### src/rtl/number_grid_manager.sv
`timescale 1ns/1ps
// number_grid_manager: ROWS x COLS grid of digit slots placed from origin/step
// parameters. Each slot has a live digit, an alive flag and a respawn timer.
// Ports: clk, reset (sync, active-high), startOfFrame, pixelX/pixelY (beam),
//   singleHit (collision with numDR) -> numDR/slotIdx/digit/offsetX/offsetY
//   (1-cycle pixel path), hitValid/hitSlot/hitValue (kill event), aliveMask.
module number_grid_manager #(
    parameter int NUM_COLS       = 4,
    parameter int NUM_ROWS       = 3,
    parameter int ORIGIN_X       = 150,
    parameter int ORIGIN_Y       = 150,
    parameter int STEP_X         = 50,
    parameter int STEP_Y         = 50,
    parameter int DIGIT_W        = 16,
    parameter int DIGIT_H        = 32,
    parameter int RESPAWN_FRAMES = 60,
    parameter logic [15:0] LFSR_SEED = 16'hACE1,
    localparam int N     = NUM_ROWS * NUM_COLS,
    localparam int IDX_W = (N > 1) ? $clog2(N) : 1,
    localparam int OX_W  = (DIGIT_W > 1) ? $clog2(DIGIT_W) : 1,
    localparam int OY_W  = (DIGIT_H > 1) ? $clog2(DIGIT_H) : 1
) (
    input  logic             clk,
    input  logic             reset,
    input  logic             startOfFrame,
    input  logic [10:0]      pixelX,
    input  logic [10:0]      pixelY,
    input  logic             singleHit,
    output logic             numDR,
    output logic [IDX_W-1:0] slotIdx,
    output logic [3:0]       digit,
    output logic [OX_W-1:0]  offsetX,
    output logic [OY_W-1:0]  offsetY,
    output logic             hitValid,
    output logic [IDX_W-1:0] hitSlot,
    output logic [3:0]       hitValue,
    output logic [N-1:0]     aliveMask
);

    localparam int TW = (RESPAWN_FRAMES > 0) ? $clog2(RESPAWN_FRAMES + 1) : 1;

    function automatic int slot_left(int i);
        return ORIGIN_X + (i % NUM_COLS) * STEP_X;
    endfunction

    function automatic int slot_top(int i);
        return ORIGIN_Y + (i / NUM_COLS) * STEP_Y;
    endfunction

    function automatic logic [15:0] rotr(logic [15:0] v, int s);
        logic [31:0] w;
        w = {v, v} >> s;
        return w[15:0];
    endfunction

    // Fold a 4-bit nibble into 0..9.
    function automatic logic [3:0] to_digit(logic [15:0] v);
        return (v[3:0] >= 4'd10) ? v[3:0] - 4'd10 : v[3:0];
    endfunction

    logic             num_dr_q, num_dr_d;
    logic [IDX_W-1:0] slot_idx_q, slot_idx_d;
    logic [3:0]       digit_q, digit_d;
    logic [OX_W-1:0]  off_x_q, off_x_d;
    logic [OY_W-1:0]  off_y_q, off_y_d;
    logic             hit_valid_q, hit_valid_d;
    logic [IDX_W-1:0] hit_slot_q, hit_slot_d;
    logic [3:0]       hit_value_q, hit_value_d;
    logic [N-1:0]     alive_q, alive_d;
    logic [N-1:0]     vis_q, vis_d;
    logic [N-1:0][3:0]    digits_q, digits_d;
    logic [N-1:0][TW-1:0] timer_q, timer_d;
    logic [15:0]      lfsr_q, lfsr_d;
    logic             hit_ok;

    // Pixel path; descending scan so the lowest overlapping index wins.
    always_comb begin
        int px;
        int py;
        num_dr_d   = 1'b0;
        slot_idx_d = '0;
        digit_d    = '0;
        off_x_d    = '0;
        off_y_d    = '0;
        px = int'(pixelX);
        py = int'(pixelY);
        for (int i = N - 1; i >= 0; i--) begin
            if (vis_q[i] &&
                px >= slot_left(i) && px < slot_left(i) + DIGIT_W &&
                py >= slot_top(i)  && py < slot_top(i) + DIGIT_H) begin
                num_dr_d   = 1'b1;
                slot_idx_d = IDX_W'(i);
                digit_d    = digits_q[i];
                off_x_d    = OX_W'(px - slot_left(i));
                off_y_d    = OY_W'(py - slot_top(i));
            end
        end
    end

    // Hit, respawn and mask update.
    always_comb begin
        hit_ok      = singleHit && num_dr_q && alive_q[slot_idx_q];
        hit_valid_d = hit_ok;
        hit_slot_d  = hit_ok ? slot_idx_q : '0;
        hit_value_d = hit_ok ? digit_q : 4'd0;
        alive_d     = alive_q;
        timer_d     = timer_q;
        digits_d    = digits_q;
        for (int i = 0; i < N; i++) begin
            if (hit_ok && slot_idx_q == IDX_W'(i)) begin
                alive_d[i] = 1'b0;
                timer_d[i] = TW'(RESPAWN_FRAMES);
            end else if (startOfFrame && !alive_q[i]) begin
                if (timer_q[i] == '0) begin
                    alive_d[i]  = 1'b1;
                    digits_d[i] = to_digit(rotr(lfsr_q, i % 16));
                end else begin
                    timer_d[i] = timer_q[i] - TW'(1);
                end
            end
        end
        // Visibility only changes at frame start to avoid tearing.
        vis_d  = startOfFrame ? alive_d : vis_q;
        lfsr_d = {1'b0, lfsr_q[15:1]} ^ (lfsr_q[0] ? 16'hB400 : 16'h0000);
    end

    always_ff @(posedge clk) begin
        if (reset) begin
            num_dr_q    <= 1'b0;
            slot_idx_q  <= '0;
            digit_q     <= '0;
            off_x_q     <= '0;
            off_y_q     <= '0;
            hit_valid_q <= 1'b0;
            hit_slot_q  <= '0;
            hit_value_q <= '0;
            alive_q     <= '1;
            vis_q       <= '1;
            timer_q     <= '0;
            lfsr_q      <= LFSR_SEED;
            for (int i = 0; i < N; i++) begin
                digits_q[i] <= 4'(i % 10);
            end
        end else begin
            num_dr_q    <= num_dr_d;
            slot_idx_q  <= slot_idx_d;
            digit_q     <= digit_d;
            off_x_q     <= off_x_d;
            off_y_q     <= off_y_d;
            hit_valid_q <= hit_valid_d;
            hit_slot_q  <= hit_slot_d;
            hit_value_q <= hit_value_d;
            alive_q     <= alive_d;
            vis_q       <= vis_d;
            timer_q     <= timer_d;
            lfsr_q      <= lfsr_d;
            digits_q    <= digits_d;
        end
    end

    assign numDR     = num_dr_q;
    assign slotIdx   = slot_idx_q;
    assign digit     = digit_q;
    assign offsetX   = off_x_q;
    assign offsetY   = off_y_q;
    assign hitValid  = hit_valid_q;
    assign hitSlot   = hit_slot_q;
    assign hitValue  = hit_value_q;
    assign aliveMask = alive_q;

endmodule

### config.mk
export PLATFORM = sky130hd
export DESIGN_NAME = number_grid_manager
export DESIGN_NICKNAME = d
export VERILOG_FILES = /design/src/rtl/number_grid_manager.sv
export SDC_FILE = /design/constraint.sdc
export NUM_CORES = 1
export LEC_CHECK = 0
export CELL_PAD_IN_SITES_DETAIL_PLACEMENT = 1
export CELL_PAD_IN_SITES_GLOBAL_PLACEMENT = 2
export CORE_ASPECT_RATIO = 1.25
export CORE_MARGIN = 2
export CORE_UTILIZATION = 30
export DETAILED_ROUTE_END_ITERATION = 6
export PLACE_DENSITY_LB_ADDON = 0.1
export SLEW_MARGIN = 0
export SYNTH_ARGS = -nofsm -noshare
export SYNTH_HDL_FRONTEND = slang
export SYNTH_SLANG_ARGS = --single-unit
### constraint.sdc
create_clock -name clk -period 4.9 [get_ports clk]
set_input_delay 0.49 -clock clk [delete_from_list [all_inputs] [get_ports clk]]
set_output_delay 0.49 -clock clk [all_outputs]
set_load 0.05 [all_outputs]
=== Yosys cells after proc, flatten, opt, wreduce, memory -nomap -nowiden ===
Index checks and enable logic that the tools add are counted.

* Add/sub/neg operators: 31
* Magnitude comparators: 27
* Equal/unequal tests: 23
* Multiplexer cells: 146
* Bitwise logic cells: 26
* Reduce and logical (&&, ||, !) cells: 164

{| class="wikitable"
|+ Operator list
! operator !! count
|-
| $mux 6 || 36
|-
| $mux 4 || 40
|-
| $logic_and 1x1->1 || 74
|-
| $logic_not 6->1 || 12
|-
| $sub 6x1->6 const B || 12
|-
| $ge 11x8->1 const B || 6
|-
| $mux 5 || 12
|-
| $sub 4x4->4 const B || 15
|-
| $mux 1 || 50
|-
| $ge 4x4->1 const B || 12
|-
| $reduce_and 2->1 || 24
|-
| $lt 11x8->1 const B || 4
|-
| $reduce_and 3->1 || 12
|-
| $lt 11x9->1 const B || 3
|-
| $reduce_or 2->1 || 14
|-
| $not 1->1 || 25
|-
| $ne 2x2->1 const B || 12
|-
| $reduce_bool 2->1 || 12
|-
| $eq 4x3->1 const B || 4
|-
| $eq 4x4->1 const B || 4
|-
| $mux 16 || 1
|-
| $xor 15x16->16 || 1
|-
| $logic_not 1->1 || 12
|-
| $mux 3 || 4
|-
| other kinds (13) || 16
|}

* Register bits: 187
* Bits of input ports: 26
* Output and inout bits: 39

=== Longest topological paths before layout ===
* Depth in word-level cells: 17
* Depth in mapped cells: 12
* Gate-level depth less buffers: 10

=== Least setup slack after synthesis ===
No wires, ideal clock.

* Kind: in2reg
* From: in pixelX[2]
* To: reg off_y_q[3], in the netlist offsetY[3]
* Library setup time: 0.116 ns
* Arrival time: 2.444 ns
* Required time: 4.784 ns
* Path slack: 2.340 ns
* Stages on the path: 11
* Path buffers: 1
* Path through: inv_1 -> ha_1 -> nor3b_1 -> o311ai_2 -> a211oi_1 -> and3_1 -> clkbuf_1 -> nor4_2 -> nand3_1 -> a21oi_1 -> and3b_1

* Word-level cells in the longest chain between the ends: 17
* Elaborated cells between the ends (all ways): 68

{| class="wikitable"
|+ RTL lines
! element !! RTL line !! text
|-
| start, declared || 26 || <nowiki>input logic [10:0] pixelX,</nowiki>
|-
| $ge 11x9->1 || 89 || <nowiki>px >= slot_left(i) && px < slot_left(i) + DIGIT_W &&</nowiki>
|-
| $logic_and 1x1->1 || 88 || <nowiki>if (vis_q[i] &&</nowiki>
|-
| $logic_and 1x1->1 (2 in series) || 89 ||
|-
| $logic_and 1x1->1 || 90 || <nowiki>py >= slot_top(i) && py < slot_top(i) + DIGIT_H) begin</nowiki>
|-
| $mux 5 (11 in series) || 88 ||
|-
| $mux 5 * || 88 ||
|-
| end signal, assigned || 149 || <nowiki>off_y_q <= off_y_d;</nowiki>
|-
| end, declared || 65 || <nowiki>logic [OY_W-1:0] off_y_q, off_y_d;</nowiki>
|}

Every way passes the cells marked *; elsewhere a longest branch is shown, timed or not.
A chain may end at the register's enable or synchronous reset.

=== Worst setup path in the final report ===
Same ends and word-level chain as after synthesis.

==> metrics.txt <==
status=finished clean; initial antenna violation count=0; endpoints failing setup=0; Layout Skew=0.0106 ns; drt wl/cell=approximately 19 um; clock buffer depth=2; final std cells w/o fill=~1,600; simple-gate area share of the yosys netlist=0.210; Sw Share=0.270; async set-reset flop share out of synthesis=0; Max Fclk=~0.30 GHz; Worst Hold Class=flop to flop; post_cts resized=0; vias in the first global route=roughly 8,600; worst-margin pin slew=0.866 ns; Fin Setup TNS=0 ns; crit-path cells=clkdlybuf4s50_1, inv_1, ha_1, nor2b_1, nor3_1, a22o_1, and3_1, nor4_2, nand3_1, a21oi_1, and3b_1; Num CTS Buffers=17; slowest CP cell=clkdlybuf4s50_1; Top FF cell, synth=dfxtp_1; Post-Syn Nets=1,246; Max-cap violations=0; Leakage=slightly above 4 nW; Rows=73; Synth Cell Area=a little under 10,000 um^2; Worst setup EP type=flop; WS Path Type=input port to flop; Layout Nets=1,291; Post-Syn Instances=around 1,200; DP HPWL=~24,000 um; Peak VDD IR=approximately 0.0002 V; # clock sinks=187; # diodes=0; Skew-Pair Late Insertion Delay=0.46 ns; Synth Area in Compound Gates=0.194; layout cells sized above 1=0.0496; NetSw=between 800 and 900 uW; first-pass GRT wire length=49,200 um; RSZ-0062 raised after global routing=false; CTS tree=done; Buffers on Ports=between 60 and 70; relative slew slack=0.422; distinct cell type count after synthesis=69; die width=165 um; mux contribution to synthesized area=0.00913; hold path start=lfsr_q[15]$_SDFF_PP1_; DRC viols=0; period utilization=0.689; number of routed nets with antenna violations=0; global route overflow=0; cell total after placement=about 1,600; die height=between 200 and 250 um; CTS HTree Levels=4; All-Layer GR Usage=0.192; Clock transition at path regs=~0.070 ns; clk root buf=clkbuf_16; Core ar.=approximately 32,000 um^2; cell family with most CP delay=simple AND/OR/NAND/NOR gates; critical path startpoint category=input port; register area share after synthesis=0.385; Hold Vio Cnt, Final=0; EDFF count, synth=0; Largest stage delay, worst path=slightly below 0.7 ns; Post-CTS Setup Inserts=0; Yosys reg bits=between 150 and 200; Comb pwr share=0.075; Via density=slightly above 5; combinational family with the most area after synthesis=simple AND/OR/NAND/NOR gates; WP data required=between 5 and 6 ns; PwrDens=around 280 nW/um^2; Synth-to-Final Area Change=16.5%; CP Data Arrival Time=3.72 ns; total iterations of the first detailed-routing run=4; DR iter-0 viols=between 400 and 500; xor and xnor area share after synthesis=0.0720; Pins Over Slew Limit=0; Routed WL=between 30,000 and 40,000 um; boundary pin count=65; largest net degree at the start of global routing=74; Period minus WS final=3.38 ns; Post-Synth Adder-Cell Area=0.0887; clock power share=0.439; Reg2Reg Launch Point=slotIdx[0]$_SDFF_PP0_; crit-path max FO=13; worst path bufs/invs=2; Int Pwr=2.35 mW; Hold Buf Count CTS=0; vias post-DR=roughly 8,400; Reg power frac=0.486; die area=approximately 34,000 um^2; Starting Density=0.305; crit path from=pixelX[2]; syn_area_per_cell=roughly 8.5 um^2; Final GP Congestion=0.838; synth warn=0
[routing by layer]
| metal | wire length, um | global-route usage | share of wire | vias to the layer above |
|---|---|---|---|---|
| met5 | 0 | 0 | 0 | - |
| met1 | 13400 | 0.222 | 0.43 | 4110 |
| li1 | - | - | - | 4145 |
| met3 | 799 | 0.0310 | 0.026 | 37 |
| met2 | 16400 | 0.349 | 0.52 | 84 |
| met4 | 720 | 0.0730 | 0.023 | 0 |
[cell usage in the layout (no fill, tap or decap), types with 4 or more instances in the layout]
| cell type | count |
|---|---|
| clkinv_4 | 4 |
| a221oi_1 | 5 |
| a21o_1 | 10 |
| ha_1 | 69 |
| and3_1 | 11 |
| a32oi_1 | 4 |
| a21oi_1 | 134 |
| a211oi_1 | 11 |
| a2111oi_0 | 12 |
| nand3_1 | 19 |
| and4_1 | 4 |
| o22ai_1 | 4 |
| a22oi_1 | 5 |
| a211o_1 | 15 |
| o21bai_1 | 5 |
| and2_1 | 22 |
| nand2_1 | 63 |
| dfxtp_1 | 187 |
| xor2_1 | 25 |
| nor2_1 | 135 |
| nor4_1 | 11 |
| nor2b_1 | 11 |
| clkbuf_16 | 17 |
| nand2b_1 | 17 |
| inv_1 | 52 |
| nand3b_1 | 11 |
| o21ai_0 | 54 |
| clkdlybuf4s50_1 | 63 |
| nor3_1 | 71 |
| xnor2_1 | 55 |
| nor3b_1 | 4 |
| or3_1 | 9 |
| o21a_1 | 11 |
| buf_4 | 8 |
| or2_2 | 7 |
| o211ai_1 | 8 |
[synthesized netlist by cell type, types with 5 or more instances]
cell,instances,area (um^2)
dfxtp_1,187,3740
nor2_1,135,507
a21oi_1,134,671
nor3_1,71,355
ha_1,69,863
nand2_1,63,236
xnor2_1,55,482
o21ai_0,54,270
inv_1,52,195
clkbuf_1,33,124
xor2_1,25,219
and2_1,22,138
nand3_1,19,95.1
nand2b_1,17,106
a211o_1,15,131
a2111oi_0,12,105
a211oi_1,11,82.6
and3_1,11,68.8
nand3b_1,11,82.6
nor2b_1,11,68.8
nor4_1,11,68.8
o21a_1,11,82.6
a21o_1,10,75.1
or3_1,9,56.3
o211ai_1,8,60.1
or2_2,7,43.8
buf_2,6,30.0
a221oi_1,5,43.8
a22oi_1,5,37.5
o21bai_1,5,37.5
[kinds of logic after synthesis]
| group | Yosys count |
|---|---|
| and+or+nand+nor | 410 |
| DFF | 187 |
| AOI/OAI and AO/OA | 301 |
| adders and majority gates | 69 |
| buffers and inverters | 99 |
| xor gates and xnor gates | 80 |
| muxes | 5 |
[path summary, 6_finish.rpt]
check                                              to  slack (ns)  depth (start not counted)
worst max-delay path            offsetY[3]$_SDFF_PP0_        1.52                         11
worst min register to register  lfsr_q[14]$_SDFF_PP0_        0.44                          1
worst max register to register  hitSlot[0]$_SDFF_PP0_        2.33                          6
worst min-delay path            lfsr_q[14]$_SDFF_PP0_        0.44                          1
[cell type report]
cell class / count / area, um^2
fill: 3757 / 20500
clock buffer: 17 / 425
multi-input combinational: 865 / 5580
inverter: 53 / 199
clock inverter: 15 / 158
sequential: 187 / 3740
timing repair buffer: 72 / 711
tap: 412 / 515
[through the flow]
| step | worst slack [ns] | total power [mW] | util | hold WS [ns] | instance area [um^2] |
|---|---|---|---|---|---|
| 4_1_cts | 1.57 | 3.27 | 0.355 | 0.450 | 11300 |
| 6_report | 1.52 | 3.22 | 0.355 | 0.444 | 11300 |
| 3_3_place_gp | 1.14 | 1.84 | 0.337 | 0.420 | 10700 |
| 5_1_grt | 1.36 | 3.36 | 0.355 | 0.454 | 11300 |
| 3_5_place_dp | 1.09 | 1.84 | 0.337 | 0.427 | 10700 |
| 2_1_floorplan | 2.34 | 1.75 | - | 0.414 | 9730 |
[power by group through the flow]
stage                     Sequential, mW  Clock (mW)  Combinational (mW)
after global placement              1.60           0               0.243
after detailed placement            1.60           0               0.244
final                               1.56        1.41               0.241
after floorplan                     1.59           0               0.156
after global routing                1.57        1.52               0.273
after CTS                           1.56        1.46               0.246
[registers in the layout, indices dropped and copies added, names as in the netlist, 5 cells and up]
name	count
aliveMask	12
digits_q	48
vis_q	12
lfsr_q	16
offsetY	5
timer_q	72
No activity file was read; power rests on OpenSTA's default activity.
